File: src/rtl/regfile_wb_arbiter.sv
// regfile_wb_arbiter
//   Two-requester writeback arbiter for the register-file write port.
//   Requester 0 is the ALU writeback and requester 1 is the load writeback.
//   A lone requester is always granted in its own cycle. When both request,
//   a two-state round-robin FSM picks the winner; the winner's address and
//   data are registered, so the register file sees them one cycle later,
//   stable across the falling edge on which it commits.
//
//   Optional feature macro: ZERO_REG_PROTECT_EN
//     defined   : a transfer to register 0 is granted and consumed, but it
//                 produces RegWrite = 0 on the following cycle.
//     undefined : register 0 is written like any other register.
//
// Parameters
//   CNT_W        width of the saturating conflict counter (default 16)
// Ports
//   clk          clock; all state updates on the rising edge
//   rst          synchronous, active-high reset
//   req0/addr0/data0, gnt0   requester 0 handshake (transfer = req0 & gnt0)
//   req1/addr1/data1, gnt1   requester 1 handshake (transfer = req1 & gnt1)
//   RegWrite     register-file write enable (registered)
//   inC          register-file write address (registered)
//   out          register-file write data (registered)
//   conflict_cnt saturating count of cycles with both requests pending
module regfile_wb_arbiter #(
  parameter int CNT_W = 16
) (
  input  logic             clk,
  input  logic             rst,
  input  logic             req0,
  input  logic [4:0]       addr0,
  input  logic [31:0]      data0,
  output logic             gnt0,
  input  logic             req1,
  input  logic [4:0]       addr1,
  input  logic [31:0]      data1,
  output logic             gnt1,
  output logic             RegWrite,
  output logic [4:0]       inC,
  output logic [31:0]      out,
  output logic [CNT_W-1:0] conflict_cnt
);

  typedef enum logic {
    PRIO0 = 1'b0,
    PRIO1 = 1'b1
  } prio_t;

  prio_t prio;

  logic        xfer;
  logic [4:0]  win_addr;
  logic [31:0] win_data;
  logic        win_we;
  logic        both_req;

  function automatic logic [CNT_W-1:0] sat_inc(input logic [CNT_W-1:0] v);
    if (v == {CNT_W{1'b1}}) begin
      return v;
    end
    return v + CNT_W'(1);
  endfunction

  // Grants are combinational; rst forces both low so no transfer can be
  // accepted while the block is being reset.
  always_comb begin
    gnt0 = 1'b0;
    gnt1 = 1'b0;
    if (!rst) begin
      if (req0 && req1) begin
        gnt0 = (prio == PRIO0);
        gnt1 = (prio == PRIO1);
      end else begin
        gnt0 = req0;
        gnt1 = req1;
      end
    end
  end

  always_comb begin
    xfer     = gnt0 | gnt1;
    win_addr = gnt1 ? addr1 : addr0;
    win_data = gnt1 ? data1 : data0;
    both_req = req0 & req1;
`ifdef ZERO_REG_PROTECT_EN
    win_we   = xfer & (win_addr != 5'd0);
`else
    win_we   = xfer;
`endif
  end

  // Stage boundary: arbitration result registered onto the write port.
  always_ff @(posedge clk) begin
    if (rst) begin
      prio         <= PRIO0;
      RegWrite     <= 1'b0;
      inC          <= 5'd0;
      out          <= 32'd0;
      conflict_cnt <= '0;
    end else begin
      if (gnt0) begin
        prio <= PRIO1;
      end else if (gnt1) begin
        prio <= PRIO0;
      end

      RegWrite <= win_we;
      if (xfer) begin
        inC <= win_addr;
        out <= win_data;
      end

      if (both_req) begin
        conflict_cnt <= sat_inc(conflict_cnt);
      end
    end
  end

endmodule
File: config.mk
export PLATFORM = sky130hd
export DESIGN_NAME = regfile_wb_arbiter
export DESIGN_NICKNAME = d
export VERILOG_FILES = /design/src/rtl/regfile_wb_arbiter.sv
export SDC_FILE = /design/constraint.sdc
export NUM_CORES = 1
export LEC_CHECK = 0
export CAP_MARGIN = 10
export CORE_UTILIZATION = 40
export DETAILED_ROUTE_END_ITERATION = 8
export DONT_BUFFER_PORTS = 1
export PLACE_DENSITY = 0.65
export SLEW_MARGIN = 30
export SYNTH_ARGS = -nofsm -noshare
export SYNTH_HDL_FRONTEND = slang
export SYNTH_SLANG_ARGS = --single-unit
File: constraint.sdc
create_clock -name clk -period 2.2 [get_ports clk]
set_clock_uncertainty 0.15 [all_clocks]
set_input_delay 0.33 -clock clk [delete_from_list [all_inputs] [get_ports clk]]
set_output_delay 0.33 -clock clk [all_outputs]
set_load 0.1 [all_outputs]
==> summary.txt <==
PLACEMENT
-------------------------------------------------------------------------------------------
IO Port Bufs .................................................................            0
HPWL after detailed placement ................................................      4260 um
Pre-CTS worst setup slack ....................................................       319 ps
Number of placed instances, taps included ....................................          391
RePlAce Congestion ...........................................................        0.835
Standard cell area after detailed placement .................................. 0.00307 mm^2

FINISH
-------------------------------------------------------------------------------------------
Share of cells above drive strength 1 ........................................        28.6%
Design area .................................................................. 0.00318 mm^2
Combined area of the multi-input logic cells ................................. 0.00134 mm^2
Final net count ..............................................................          403
Layout Cells excl Fill .......................................................          400
Register area ................................................................ 0.00113 mm^2
# diodes .....................................................................            0
Synth-to-layout area growth ..................................................        25.3%
Number of filler cells placed in the layout ..................................          600

SYNTH
-------------------------------------------------------------------------------------------
Top cell type by total area after synthesis .................................. sky130_fd_sc_hd__dfxtp_1
Dominant register cell in the synthesized netlist ............................ sky130_fd_sc_hd__dfxtp_1
Yosys synthesis warning count ................................................            0
Flip-flop and latch count after synthesis ....................................           55
Mean area per synthesized cell ...............................................    9.09 um^2
Synthesized netlist cell count ...............................................          279
Register area share after synthesis ..........................................        43.4%
Ranking of synthesized cells by area ......................................... sky130_fd_sc_hd__dfxtp_1 43%, sky130_fd_sc_hd__mux2i_1 15%, sky130_fd_sc_hd__a211oi_1 12%, sky130_fd_sc_hd__nor2_1 6.8%, sky130_fd_sc_hd__clkbuf_1 1.9%
Syn nets .....................................................................          358
Proportion of synthesized flip-flops having asynchronous set or reset ........           0%
Unique cell type count in the Yosys netlist ..................................           34
Post-synth EDFFs .............................................................            0
Top-area cell type share of the netlist area .................................        43.4%
Netlist area before placement ................................................ 0.00254 mm^2

POWER AND IR DROP
-------------------------------------------------------------------------------------------
Static leakage ...............................................................      1.41 nW
Switch share .................................................................        39.1%
Sequential group share of total power ........................................        45.4%
Clock Power Share ............................................................        23.6%
Switch Pwr ...................................................................   0.000922 W
Cell area power density ......................................................  743 mW/mm^2
Share of power burned in combinational logic .................................        31.1%
VDD IR max ...................................................................     0.369 mV
Internal power contribution ..................................................    0.00144 W

STA
-------------------------------------------------------------------------------------------
Peak Freq ....................................................................      492 MHz
Min Tclk post-route ..........................................................      2030 ps
Worst hold margin ............................................................      26.8 ps
Least setup slack across all paths after layout ..............................       167 ps
Final TNS setup ..............................................................         0 ps
Slew at the pin with the worst max-slew slack ................................       436 ps
Final Setup Violations .......................................................            0
Final Hold Violating Endpoints ...............................................            0
Unrepaired setup endpoints after global routing ..............................           no
Final period util ............................................................        92.4%
Worst relative slew slack ....................................................        70.7%
Fin. max-slew vios ...........................................................            0

SETUP PATH
-------------------------------------------------------------------------------------------
Critical Path AT .............................................................      1550 ps
Type of the worst setup path ................................................. register to primary output
Cell with the biggest individual delay on the critical path .................. sky130_fd_sc_hd__dfxtp_1
Nature of the critical path endpoint ......................................... primary output
Largest stage delay on the critical path .....................................       400 ps
CP required ..................................................................      1720 ps
Sort of element at the start of the critical path ............................     register
Critical path fanouts, max ...................................................            4
Ordered list of cells on the worst path ...................................... nand2b_1 > nand3b_1 > inv_1 > buf_12

GLOBAL ROUTING
-------------------------------------------------------------------------------------------
Maximum number of pins on one net before global-route repair .................           76
Antenna violations before repair .............................................            0
First-pass GRT wire length ...................................................      8910 um
Vias in the first global route ...............................................        1,925
Total global routing track utilization .......................................        17.7%
Overflow after GRT ...........................................................            0

CLOCKING
-------------------------------------------------------------------------------------------
Depth of the CTS H-tree ......................................................            2
Number of CTS-inserted buffers ...............................................            5
CTS tree .....................................................................        built
Clock tree sinks .............................................................           55
Number of buffers inserted by post-CTS setup repair ..........................            0
Hold-fix buffers, CTS ........................................................            1
Clock-pin slew of the registers on the worst-case setup and hold paths .......       100 ps
Count of instances resized after the clock tree is built .....................            0
Root buffer cell ............................................................. sky130_fd_sc_hd__clkbuf_8
Buffer levels on the longest clock path ......................................            2
Clk_lat worst skew ...........................................................       310 ps

RUN
-------------------------------------------------------------------------------------------
Maxcap violations ............................................................            0

FLOORPLAN
-------------------------------------------------------------------------------------------
Die span in y ................................................................      81.6 um
Starting utilization of the core area ........................................        42.1%
I/O pin count ................................................................          134
Floorplan die width ..........................................................      81.6 um
DIE AREA ..................................................................... 0.00666 mm^2
Number of standard-cell rows in the floorplan ................................           28
Core ar. ..................................................................... 0.00603 mm^2

ROUTING
-------------------------------------------------------------------------------------------
Antenna-violating nets left ..................................................            0
Total wire length after detailed routing .....................................      5890 um
Number of design-rule violations left by the first detailed-router iteration .           98
Overall via count from detail_route ..........................................        2,194
Post-route DRC ...............................................................            0
Routed vias/inst .............................................................         5.49
Drt wl/cell ..................................................................      14.7 um
Iteration count of the initial detailed-routing pass .........................            4

STATUS
-------------------------------------------------------------------------------------------
Status ....................................................................... finished clean

HOLD PATH
-------------------------------------------------------------------------------------------
Hold crit path type .......................................................... input port to register

==> flip-flops by register name (all words and copies together), names as in the netlist <==
register and count:
inC 5, RegWrite 1, prio 1, conflict_cnt 16, out 32
==> power groups by stage <==
stage / Combinational, W / Sequential [W] / Clock (W)
after floorplan: 0.000183 / 0.00152 / 0
after global placement: 0.000714 / 0.00109 / 0
after detailed placement: 0.000720 / 0.00109 / 0
after CTS: 0.000738 / 0.00107 / 0.000581
after global routing: 0.000767 / 0.00108 / 0.000627
final: 0.000733 / 0.00107 / 0.000556
==> metrics by stage <==
step | total power (W) | utilization, %
finish | 0.00236 | 52.7
global route | 0.00247 | 52.7
CTS | 0.00239 | 52.7
detailed placement | 0.00181 | 51.0
global placement | 0.00181 | 51.0
floorplan | 0.00170 | -
==> final cells by class <==
cell class / count / share of cell area (%)
clock buffers: 5 / 2.17
multi-input cells: 195 / 42.2
well taps: 75 / 2.95
repair buffers: 60 / 15.7
inverters: 7 / 0.827
clock inverters: 3 / 0.591
flip-flops and latches: 55 / 35.5
==> layout by cell type, fill, tap and decap left out, types with 5 or more instances in the layout <==
cell	count
sky130_fd_sc_hd__nor3_1	6
sky130_fd_sc_hd__nand3_1	6
sky130_fd_sc_hd__clkbuf_8	5
sky130_fd_sc_hd__or3_1	7
sky130_fd_sc_hd__inv_1	7
sky130_fd_sc_hd__a31oi_1	5
sky130_fd_sc_hd__a211oi_1	39
sky130_fd_sc_hd__nand2_1	6
sky130_fd_sc_hd__nor2_1	45
sky130_fd_sc_hd__buf_4	56
sky130_fd_sc_hd__dfxtp_1	39
sky130_fd_sc_hd__dfxtp_2	13
sky130_fd_sc_hd__o31ai_1	5
sky130_fd_sc_hd__mux2i_1	38
sky130_fd_sc_hd__a21oi_1	9
==> cell usage after synthesis (2+ instances only) <==
| library cell | instances |
|---|---|
| sky130_fd_sc_hd__a211oi_1 | 40 |
| sky130_fd_sc_hd__a21oi_1 | 9 |
| sky130_fd_sc_hd__a31oi_1 | 5 |
| sky130_fd_sc_hd__and4_1 | 2 |
| sky130_fd_sc_hd__and4_2 | 2 |
| sky130_fd_sc_hd__buf_2 | 5 |
| sky130_fd_sc_hd__buf_4 | 3 |
| sky130_fd_sc_hd__clkbuf_1 | 13 |
| sky130_fd_sc_hd__dfxtp_1 | 55 |
| sky130_fd_sc_hd__inv_1 | 7 |
| sky130_fd_sc_hd__mux2_2 | 2 |
| sky130_fd_sc_hd__mux2i_1 | 38 |
| sky130_fd_sc_hd__nand2_1 | 6 |
| sky130_fd_sc_hd__nand2b_1 | 4 |
| sky130_fd_sc_hd__nand3_1 | 6 |
| sky130_fd_sc_hd__nand4_1 | 2 |
| sky130_fd_sc_hd__nor2_1 | 46 |
| sky130_fd_sc_hd__nor3_1 | 6 |
| sky130_fd_sc_hd__nor4_1 | 2 |
| sky130_fd_sc_hd__o31ai_1 | 5 |
| sky130_fd_sc_hd__or3_1 | 7 |
| sky130_fd_sc_hd__or4_1 | 2 |
==> final timing paths <==
path	slack (ps)	endpoint	from	cells past startpoint
max	170	gnt1	prio$_SDFFE_PP0P_	4
min	30	conflict_cnt[5]$_SDFFE_PP0P_	rst	2
max reg2reg	300	conflict_cnt[10]$_SDFFE_PP0P_	conflict_cnt[0]$_SDFFE_PP0P_	5
min reg2reg	350	inC[3]$_SDFFE_PP0P_	inC[3]$_SDFFE_PP0P_	2
==> cells by family after synthesis <==
logic type                 Yosys count  synth area share [%]
AOI/OAI and AO/OA                   63                  17.5
buffers and inverters               29                  4.98
DFF                                 55                  43.4
and+or+nand+nor                     91                  17.7
adders and majority gates            1                 0.493
muxes                               40                  15.9
==> metal layers <==
metal	vias to the layer above	part of all wire, %	track usage (%)
li1	1119	-	-
met1	974	42	20.1
met2	93	49	30.6
met3	8	7.6	5.67
met4	0	1.6	7.02
met5	-	0	0
==> critical path, delay by kind of cell, from the launching register on <==
family                 cells  cell delay (ps)
buffers and inverters      2              400
and+or+nand+nor            2              440
DFF                        1              400
Power figures use the tool's default switching activity.
